===== src/rtl/edge_holdoff_pkg.sv =====
// ============================================================================
// edge_holdoff_pkg
// Shared definitions for the multi-channel edge detector with hold-off window.
//   MODE_OFF/RISE/FALL/BOTH : per-channel edge selection encodings
//   state_t                 : per-channel FSM states (ST_IDLE, ST_HOLD)
//   EVT_CNT_W               : width of each channel's accepted-edge counter
//   edgeQualifies()         : folds rise/fall detection with the channel mode
// ============================================================================
package edge_holdoff_pkg;

    localparam int EVT_CNT_W = 16;

    localparam logic [1:0] MODE_OFF  = 2'b00;
    localparam logic [1:0] MODE_RISE = 2'b01;
    localparam logic [1:0] MODE_FALL = 2'b10;
    localparam logic [1:0] MODE_BOTH = 2'b11;

    typedef enum logic {
        ST_IDLE = 1'b0,
        ST_HOLD = 1'b1
    } state_t;

    // A detected transition only counts as an event if the channel's mode
    // asks for that direction; MODE_OFF masks everything.
    function automatic logic edgeQualifies(input logic [1:0] modeSel,
                                           input logic       rise,
                                           input logic       fall);
        logic result;
        result = 1'b0;
        case (modeSel)
            MODE_OFF:  result = 1'b0;
            MODE_RISE: result = rise;
            MODE_FALL: result = fall;
            MODE_BOTH: result = rise | fall;
            default:   result = 1'b0;
        endcase
        return result;
    endfunction

endpackage


===== src/rtl/edge_holdoff_ch.sv =====
// ============================================================================
// edge_holdoff_ch
// One channel of the edge detector: synchronises an async input, detects the
// mode-selected edge, emits a 1-cycle pulse and then ignores the channel for
// HOLDOFF_CYC cycles. Edges arriving during the window set a sticky flag.
// Optional feature macro: EDGE_HOLDOFF_EVT_CNT_EN (saturating event counter).
// Ports:
//   clk_50M     in   system clock
//   arst        in   synchronous active-high reset
//   raw_sig     in   asynchronous input
//   mode        in   00 off, 01 rising, 10 falling, 11 both
//   clr_missed  in   1-cycle clear of the missed flag
//   clr_count   in   1-cycle clear of the event counter
//   edge_pulse  out  1-cycle pulse per accepted edge
//   busy        out  high while in hold-off
//   missed      out  sticky: qualifying edge seen during hold-off
//   evt_count   out  accepted-edge count (0 when counter feature disabled)
// ============================================================================
module edge_holdoff_ch
    import edge_holdoff_pkg::*;
#(
    parameter int HOLDOFF_CYC = 100000,
    parameter int CNT_W       = 17,
    parameter int SYNC_STAGES = 2
) (
    input  logic                 clk_50M,
    input  logic                 arst,
    input  logic                 raw_sig,
    input  logic [1:0]           mode,
    input  logic                 clr_missed,
    input  logic                 clr_count,
    output logic                 edge_pulse,
    output logic                 busy,
    output logic                 missed,
    output logic [EVT_CNT_W-1:0] evt_count
);

    logic [SYNC_STAGES-1:0] sync_q;
    logic                   prev_q;
    state_t                 state_q, state_d;
    logic [CNT_W-1:0]       holdCnt_q, holdCnt_d;
    logic                   pulse_q, pulse_d;
    logic                   missed_q, missed_d;
    logic                   sampled;
    logic                   rise;
    logic                   fall;
    logic                   qualEdge;

    // Edge detection works on the last synchroniser stage against its own
    // delayed copy. prev resets to 0, so an input already high when reset
    // releases is seen as one rising edge.
    assign sampled  = sync_q[SYNC_STAGES-1];
    assign rise     = sampled & ~prev_q;
    assign fall     = ~sampled & prev_q;
    assign qualEdge = edgeQualifies(mode, rise, fall);

    // Synchroniser chain and previous-sample register. These run in every
    // state so detection is ready the first cycle the FSM returns to idle.
    always_ff @(posedge clk_50M) begin
        if (arst) begin
            sync_q <= '0;
            prev_q <= 1'b0;
        end else begin
            sync_q <= {sync_q[SYNC_STAGES-2:0], raw_sig};
            prev_q <= sampled;
        end
    end

    // FSM state, hold-off counter, pulse and sticky missed flag registers.
    always_ff @(posedge clk_50M) begin
        if (arst) begin
            state_q   <= ST_IDLE;
            holdCnt_q <= '0;
            pulse_q   <= 1'b0;
            missed_q  <= 1'b0;
        end else begin
            state_q   <= state_d;
            holdCnt_q <= holdCnt_d;
            pulse_q   <= pulse_d;
            missed_q  <= missed_d;
        end
    end

    // Next-state logic. An edge in idle is accepted immediately; during hold
    // the counter runs for exactly HOLDOFF_CYC cycles regardless of mode, and
    // any qualifying edge seen there (including the final cycle) is dropped
    // but recorded. The set is applied after the clear so it wins a tie.
    always_comb begin
        state_d   = state_q;
        holdCnt_d = holdCnt_q;
        pulse_d   = 1'b0;
        missed_d  = missed_q;
        if (clr_missed) begin
            missed_d = 1'b0;
        end
        case (state_q)
            ST_IDLE: begin
                if (qualEdge) begin
                    state_d   = ST_HOLD;
                    holdCnt_d = '0;
                    pulse_d   = 1'b1;
                end
            end
            ST_HOLD: begin
                if (qualEdge) begin
                    missed_d = 1'b1;
                end
                if (holdCnt_q == CNT_W'(HOLDOFF_CYC - 1)) begin
                    holdCnt_d = '0;
                    state_d   = ST_IDLE;
                end else begin
                    holdCnt_d = holdCnt_q + CNT_W'(1);
                end
            end
            default: begin
                state_d   = ST_IDLE;
                holdCnt_d = '0;
            end
        endcase
    end

    assign edge_pulse = pulse_q;
    assign busy       = (state_q == ST_HOLD);
    assign missed     = missed_q;

`ifdef EDGE_HOLDOFF_EVT_CNT_EN
    logic [EVT_CNT_W-1:0] evtCnt_q;

    // Accepted-edge counter, updated alongside the pulse register. A clear
    // coinciding with an accepted edge leaves a count of one; otherwise the
    // count saturates at all-ones rather than wrapping.
    always_ff @(posedge clk_50M) begin
        if (arst) begin
            evtCnt_q <= '0;
        end else if (clr_count) begin
            evtCnt_q <= pulse_d ? EVT_CNT_W'(1) : '0;
        end else if (pulse_d && (evtCnt_q != {EVT_CNT_W{1'b1}})) begin
            evtCnt_q <= evtCnt_q + EVT_CNT_W'(1);
        end
    end

    assign evt_count = evtCnt_q;
`else
    logic unused_clr_count;

    assign unused_clr_count = clr_count;
    assign evt_count        = '0;
`endif

endmodule


===== src/rtl/edge_holdoff_multi.sv =====
// ============================================================================
// edge_holdoff_multi
// Multi-channel edge detector with per-channel hold-off window. Instantiates
// N_CH independent edge_holdoff_ch channels and slices the buses.
// Optional feature macro: EDGE_HOLDOFF_EVT_CNT_EN (per-channel event counter).
// Ports:
//   clk_50M     in   system clock (50 MHz)
//   arst        in   synchronous active-high reset
//   raw_sig     in   [N_CH]       asynchronous inputs
//   mode        in   [2*N_CH]     per channel [2i+1:2i] edge select
//   clr_missed  in   [N_CH]       per-channel clear of missed flag
//   clr_count   in   [N_CH]       per-channel clear of event counter
//   edge_pulse  out  [N_CH]       1-cycle pulse per accepted edge
//   busy        out  [N_CH]       high during hold-off
//   missed      out  [N_CH]       sticky missed-edge flags
//   evt_count   out  [16*N_CH]    per-channel counts [16i+15:16i]
// ============================================================================
module edge_holdoff_multi
    import edge_holdoff_pkg::*;
#(
    parameter int N_CH        = 4,
    parameter int HOLDOFF_CYC = 100000,
    parameter int CNT_W       = 17,
    parameter int SYNC_STAGES = 2
) (
    input  logic                      clk_50M,
    input  logic                      arst,
    input  logic [N_CH-1:0]           raw_sig,
    input  logic [2*N_CH-1:0]         mode,
    input  logic [N_CH-1:0]           clr_missed,
    input  logic [N_CH-1:0]           clr_count,
    output logic [N_CH-1:0]           edge_pulse,
    output logic [N_CH-1:0]           busy,
    output logic [N_CH-1:0]           missed,
    output logic [EVT_CNT_W*N_CH-1:0] evt_count
);

    // Channels share nothing but clock and reset; there is deliberately no
    // arbitration between them.
    for (genvar i = 0; i < N_CH; i++) begin : g_ch
        edge_holdoff_ch #(
            .HOLDOFF_CYC (HOLDOFF_CYC),
            .CNT_W       (CNT_W),
            .SYNC_STAGES (SYNC_STAGES)
        ) u_ch (
            .clk_50M    (clk_50M),
            .arst       (arst),
            .raw_sig    (raw_sig[i]),
            .mode       (mode[2*i +: 2]),
            .clr_missed (clr_missed[i]),
            .clr_count  (clr_count[i]),
            .edge_pulse (edge_pulse[i]),
            .busy       (busy[i]),
            .missed     (missed[i]),
            .evt_count  (evt_count[EVT_CNT_W*i +: EVT_CNT_W])
        );
    end

endmodule


===== config.mk =====
export PLATFORM = sky130hd
export DESIGN_NAME = edge_holdoff_multi
export DESIGN_NICKNAME = d
export VERILOG_FILES = /design/src/rtl/edge_holdoff_pkg.sv /design/src/rtl/edge_holdoff_ch.sv /design/src/rtl/edge_holdoff_multi.sv
export SDC_FILE = /design/constraint.sdc
export NUM_CORES = 1
export LEC_CHECK = 0
export ABC_AREA = 0
export BUFFER_PORTS_ARGS = -buffer_cell sky130_fd_sc_hd__buf_4
export CAP_MARGIN = 10
export CELL_PAD_IN_SITES_DETAIL_PLACEMENT = 2
export CELL_PAD_IN_SITES_GLOBAL_PLACEMENT = 2
export CORE_ASPECT_RATIO = 0.7
export CORE_MARGIN = 1.5
export CORE_UTILIZATION = 36
export CTS_BUF_LIST = sky130_fd_sc_hd__clkbuf_2
export DETAILED_ROUTE_END_ITERATION = 7
export GPL_ROUTABILITY_DRIVEN = 0
export PLACE_DENSITY = 0.86
export SYNTH_ARGS = -nofsm -noshare
export SYNTH_HDL_FRONTEND = slang
export SYNTH_SLANG_ARGS = --single-unit
export TNS_END_PERCENT = 50

===== constraint.sdc =====
create_clock -name clk_50M -period 3 [get_ports clk_50M]
set_input_delay 0.15 -clock clk_50M [delete_from_list [all_inputs] [get_ports clk_50M]]
set_output_delay 0.15 -clock clk_50M [all_outputs]
set_load 0.01 [all_outputs]

==> run summary <==
Status: completed
Initial Util: 36.7%
Met2 WL: 7490 um
Uppermost layer routed: met4
Unique masters post-synth: 55
P_sw: 0.593 mW
Mapped cell area: 5090 um^2
CP Cell Sequence: ha_1 > and4_1 > and4_1 > nor2_1 > buf_4 > a41oi_1 > a31oi_1
Max Transition Viols Final: 0
Insertion delay of the later-clocked pin in the worst-skew pair: 0.56 ns
# clock sinks: 92
Commonest non-fill, non-tap cell in the layout: dfxtp_1
Final Non-Filler Cells: 853
Max rail drop VDD: 151 uV
Reg2Reg Setup Slack: 0.64 ns
CTS clk-pin slew, worst paths: 0.24 ns
Num CTS Buffers: 9
Largest net degree at the start of global routing: 40
CTS tree: yes
Core area: 13900 um^2
Worst-case clock buffer depth: 2
Die ar.: 14900 um^2
Vias: 4568
Die height: 102 um
Maxcap violations: 0
Nets: 691
Hpwl dp: 10800 um
Cells resized by post-CTS repair: 0
Vias per inst: 5.36
Sequential area share after synthesis: 36.2%
H-tree levels: 3
Vias in the first global route: 4851
Top FF cell, synth: dfxtp_1
Fmax: 425 MHz
Min-delay src: mode[5]
Post-DP Area: 5160 um^2
Yosys warns: 0
Setup-failing EPs final: 0
Min-Delay Path Class: primary input to flip-flop
R2R cell count: 7
WL met1: 6560 um
Top cell by count, worst path: and4_1
Layout cells sized above 1: 8.61%
Post-route ant nets: 0
Num ports: 98
CP Class: flip-flop to flip-flop
Crit-path leading delay family: simple AND/OR/NAND/NOR gates
Post-Syn Instances: 627
DR pass1 iterations: 4
Tot GR Track Use: 19.8%
Internal power: 1.59 mW
Cell row count: 36
Worst Path Arrival: 2.86 ns
Most frequent cells in the layout: 92 x dfxtp_1, 64 x conb_1, 54 x nand2_1, 46 x nand3_1, 35 x buf_4
Combinational power share: 10.1%
Sw frac: 27.1%
Hold depth: 5
PD cells: 400 nW/um^2
First-pass GRT wire length: 23900 um
Hold WS: 0.118 ns
Met3 WL: 491 um
Slowest cell delay on critical path: 0.56 ns
Reg2reg end: g_ch[3].u_ch.holdCnt_q[12]$_SDFFE_PP0P_
Reg2reg start: g_ch[3].u_ch.holdCnt_q[0]$_SDFFE_PP0P_
Clk_skew: 0.0239 ns
Worst Setup End Kind: flip-flop
Wirelength, routed: 14700 um
Total negative slack: 0 ns
Seq cells post-synth: 92
Fin crit period: 2.36 ns
WL per Instance: 17.2 um
Least-Margin Pin Slew: 1.01 ns
Leakage: 2.10 nW
Number of remaining DRC errors: 0
Worst-path maximum fanout: 10
Area growth, synth to finish: 7.36%
Final worst-path cycle share: 78.5%
Count of input and output buffers: 29
Die width: 145 um
Post-synth ARST share: 0%
Rel. slew slack: 31.7%
Gr ovfl total: 0
Worst Path Required: 3.51 ns
Crit path launch type: flip-flop
Root buffer cell: clkbuf_2
EDFF count, synth: 0
RSZ-0062 raised after global routing: false
Flop pwr share: 57.9%
Clock Power Share: 32.1%
Hold EP: g_ch[2].u_ch.holdCnt_q[4]$_SDFFE_PP0P_
Post-route cell area: 5460 um^2
Initial antenna violation count: 1
Fin. Hold Viols: 0
CP max stage cell: nor2_1
Mean instance size in the synthesized netlist: 8.11 um^2
Placed cell count: 820
Initial DRC count: 148
Buf+Inv Stages, Crit Path: 1
how the worst max path moves through the flow:
stage	endpoint	cells after the start	startpoint	slack, ns
floorplan	g_ch[2].u_ch.holdCnt_q[14]$_SDFFE_PP0P_	8	g_ch[2].u_ch.prev_q$_SDFF_PP0_	1.05
global placement	g_ch[3].u_ch.holdCnt_q[12]$_SDFFE_PP0P_	7	g_ch[3].u_ch.holdCnt_q[0]$_SDFFE_PP0P_	0.84
detailed placement	g_ch[1].u_ch.holdCnt_q[2]$_SDFFE_PP0P_	7	g_ch[1].u_ch.prev_q$_SDFF_PP0_	0.46
CTS	g_ch[1].u_ch.holdCnt_q[2]$_SDFFE_PP0P_	7	g_ch[1].u_ch.prev_q$_SDFF_PP0_	0.41
global route	g_ch[0].u_ch.holdCnt_q[8]$_SDFFE_PP0P_	6	g_ch[0].u_ch.holdCnt_q[0]$_SDFFE_PP0P_	0.45
finish	g_ch[3].u_ch.holdCnt_q[12]$_SDFFE_PP0P_	7	g_ch[3].u_ch.holdCnt_q[0]$_SDFFE_PP0P_	0.64
state kept, by name, summed over array words and instances, names as in the netlist:
| name | flops |
|---|---|
| g_ch.u_ch.busy | 4 |
| g_ch.u_ch.edge_pulse | 4 |
| g_ch.u_ch.holdCnt_q | 68 |
| g_ch.u_ch.missed | 4 |
| g_ch.u_ch.prev_q | 4 |
| g_ch.u_ch.sync_q | 8 |
metrics by stage:
stage | power [mW] | utilization, % | setup slack (ns)
after floorplan | 1.48 | - | 1.05
after global placement | 1.47 | 37.2 | 0.842
after detailed placement | 1.49 | 37.2 | 0.465
after CTS | 2.21 | 39.3 | 0.410
after global routing | 2.29 | 39.4 | 0.450
final | 2.18 | 39.4 | 0.644
cells by family (layout without fill, tap and decap cells):
kind of cell             count (synthesis)  count (layout)  share of synthesized area (%)
XOR/XNOR                                 7               7                           1.21
adder cells (fa/ha/maj)                 12              12                           2.95
AO/OA/AOI/OAI                          121             121                           15.1
buffers and inverters                  118              90                           14.7
AND/OR/NAND/NOR                        273             273                           29.2
other                                    1              65                         0.0737
flip-flops                              92              92                           36.2
multiplexers                             3               3                          0.615
tightest hold or removal path, stage by stage:
cell and delay [ns]:
buf_4 0.10, and3b_1 0.14, a31oi_1 0.08, nand2b_1 0.10, a311oi_1 0.09
timing repair:
action | CTS | global route
hold buffers | 16 | 0
endpoints found under the hold margin | 18 | 0
setup buffers | 0 | 0
cells in the mapped netlist (5+ instances only):
master / number / area share, %
a21o_1: 9 / 1.3
a21oi_1: 32 / 3.1
a22o_1: 6 / 1.0
a31oi_1: 16 / 2.0
and3_1: 16 / 2.0
and4_1: 7 / 1.2
buf_4: 76 / 11
clkbuf_1: 12 / 0.89
dfxtp_1: 92 / 36
ha_1: 12 / 3.0
inv_1: 23 / 1.7
nand2_1: 54 / 4.0
nand2b_1: 14 / 1.7
nand3_1: 46 / 4.5
nand4_1: 17 / 2.1
nor2_1: 30 / 2.2
nor2b_1: 12 / 1.5
nor3_1: 21 / 2.1
nor3b_1: 5 / 0.74
nor4_1: 6 / 0.74
nor4bb_1: 5 / 0.98
o21ai_0: 30 / 3.0
or2_2: 7 / 0.86
or3_1: 14 / 1.7
metal layers:
layer	vias up	global-route usage (%)
met2	87	38.1
li1	2166	-
met1	2303	23.2
met3	12	3.79
met5	-	0
met4	0	4.47
power groups by stage:
stage | clock (mW) | combinational (mW) | sequential, mW
6_report | 0.700 | 0.220 | 1.26
5_1_grt | 0.779 | 0.243 | 1.27
4_1_cts | 0.731 | 0.216 | 1.26
3_5_place_dp | 0 | 0.201 | 1.29
3_3_place_gp | 0 | 0.186 | 1.28
2_1_floorplan | 0 | 0.206 | 1.28
cell type report:
type | count | area (um^2)
Fill cell | 1645 | 8410
Clock inverter | 6 | 78.8
Antenna cell | 1 | 2.50
Inverter | 23 | 86.3
Timing Repair Buffer | 51 | 423
Multi-Input combinational cell | 480 | 2740
Sequential cell | 92 | 1840
Clock buffer | 10 | 50.0
Tap cell | 190 | 238
Power figures use the tool's default switching activity.
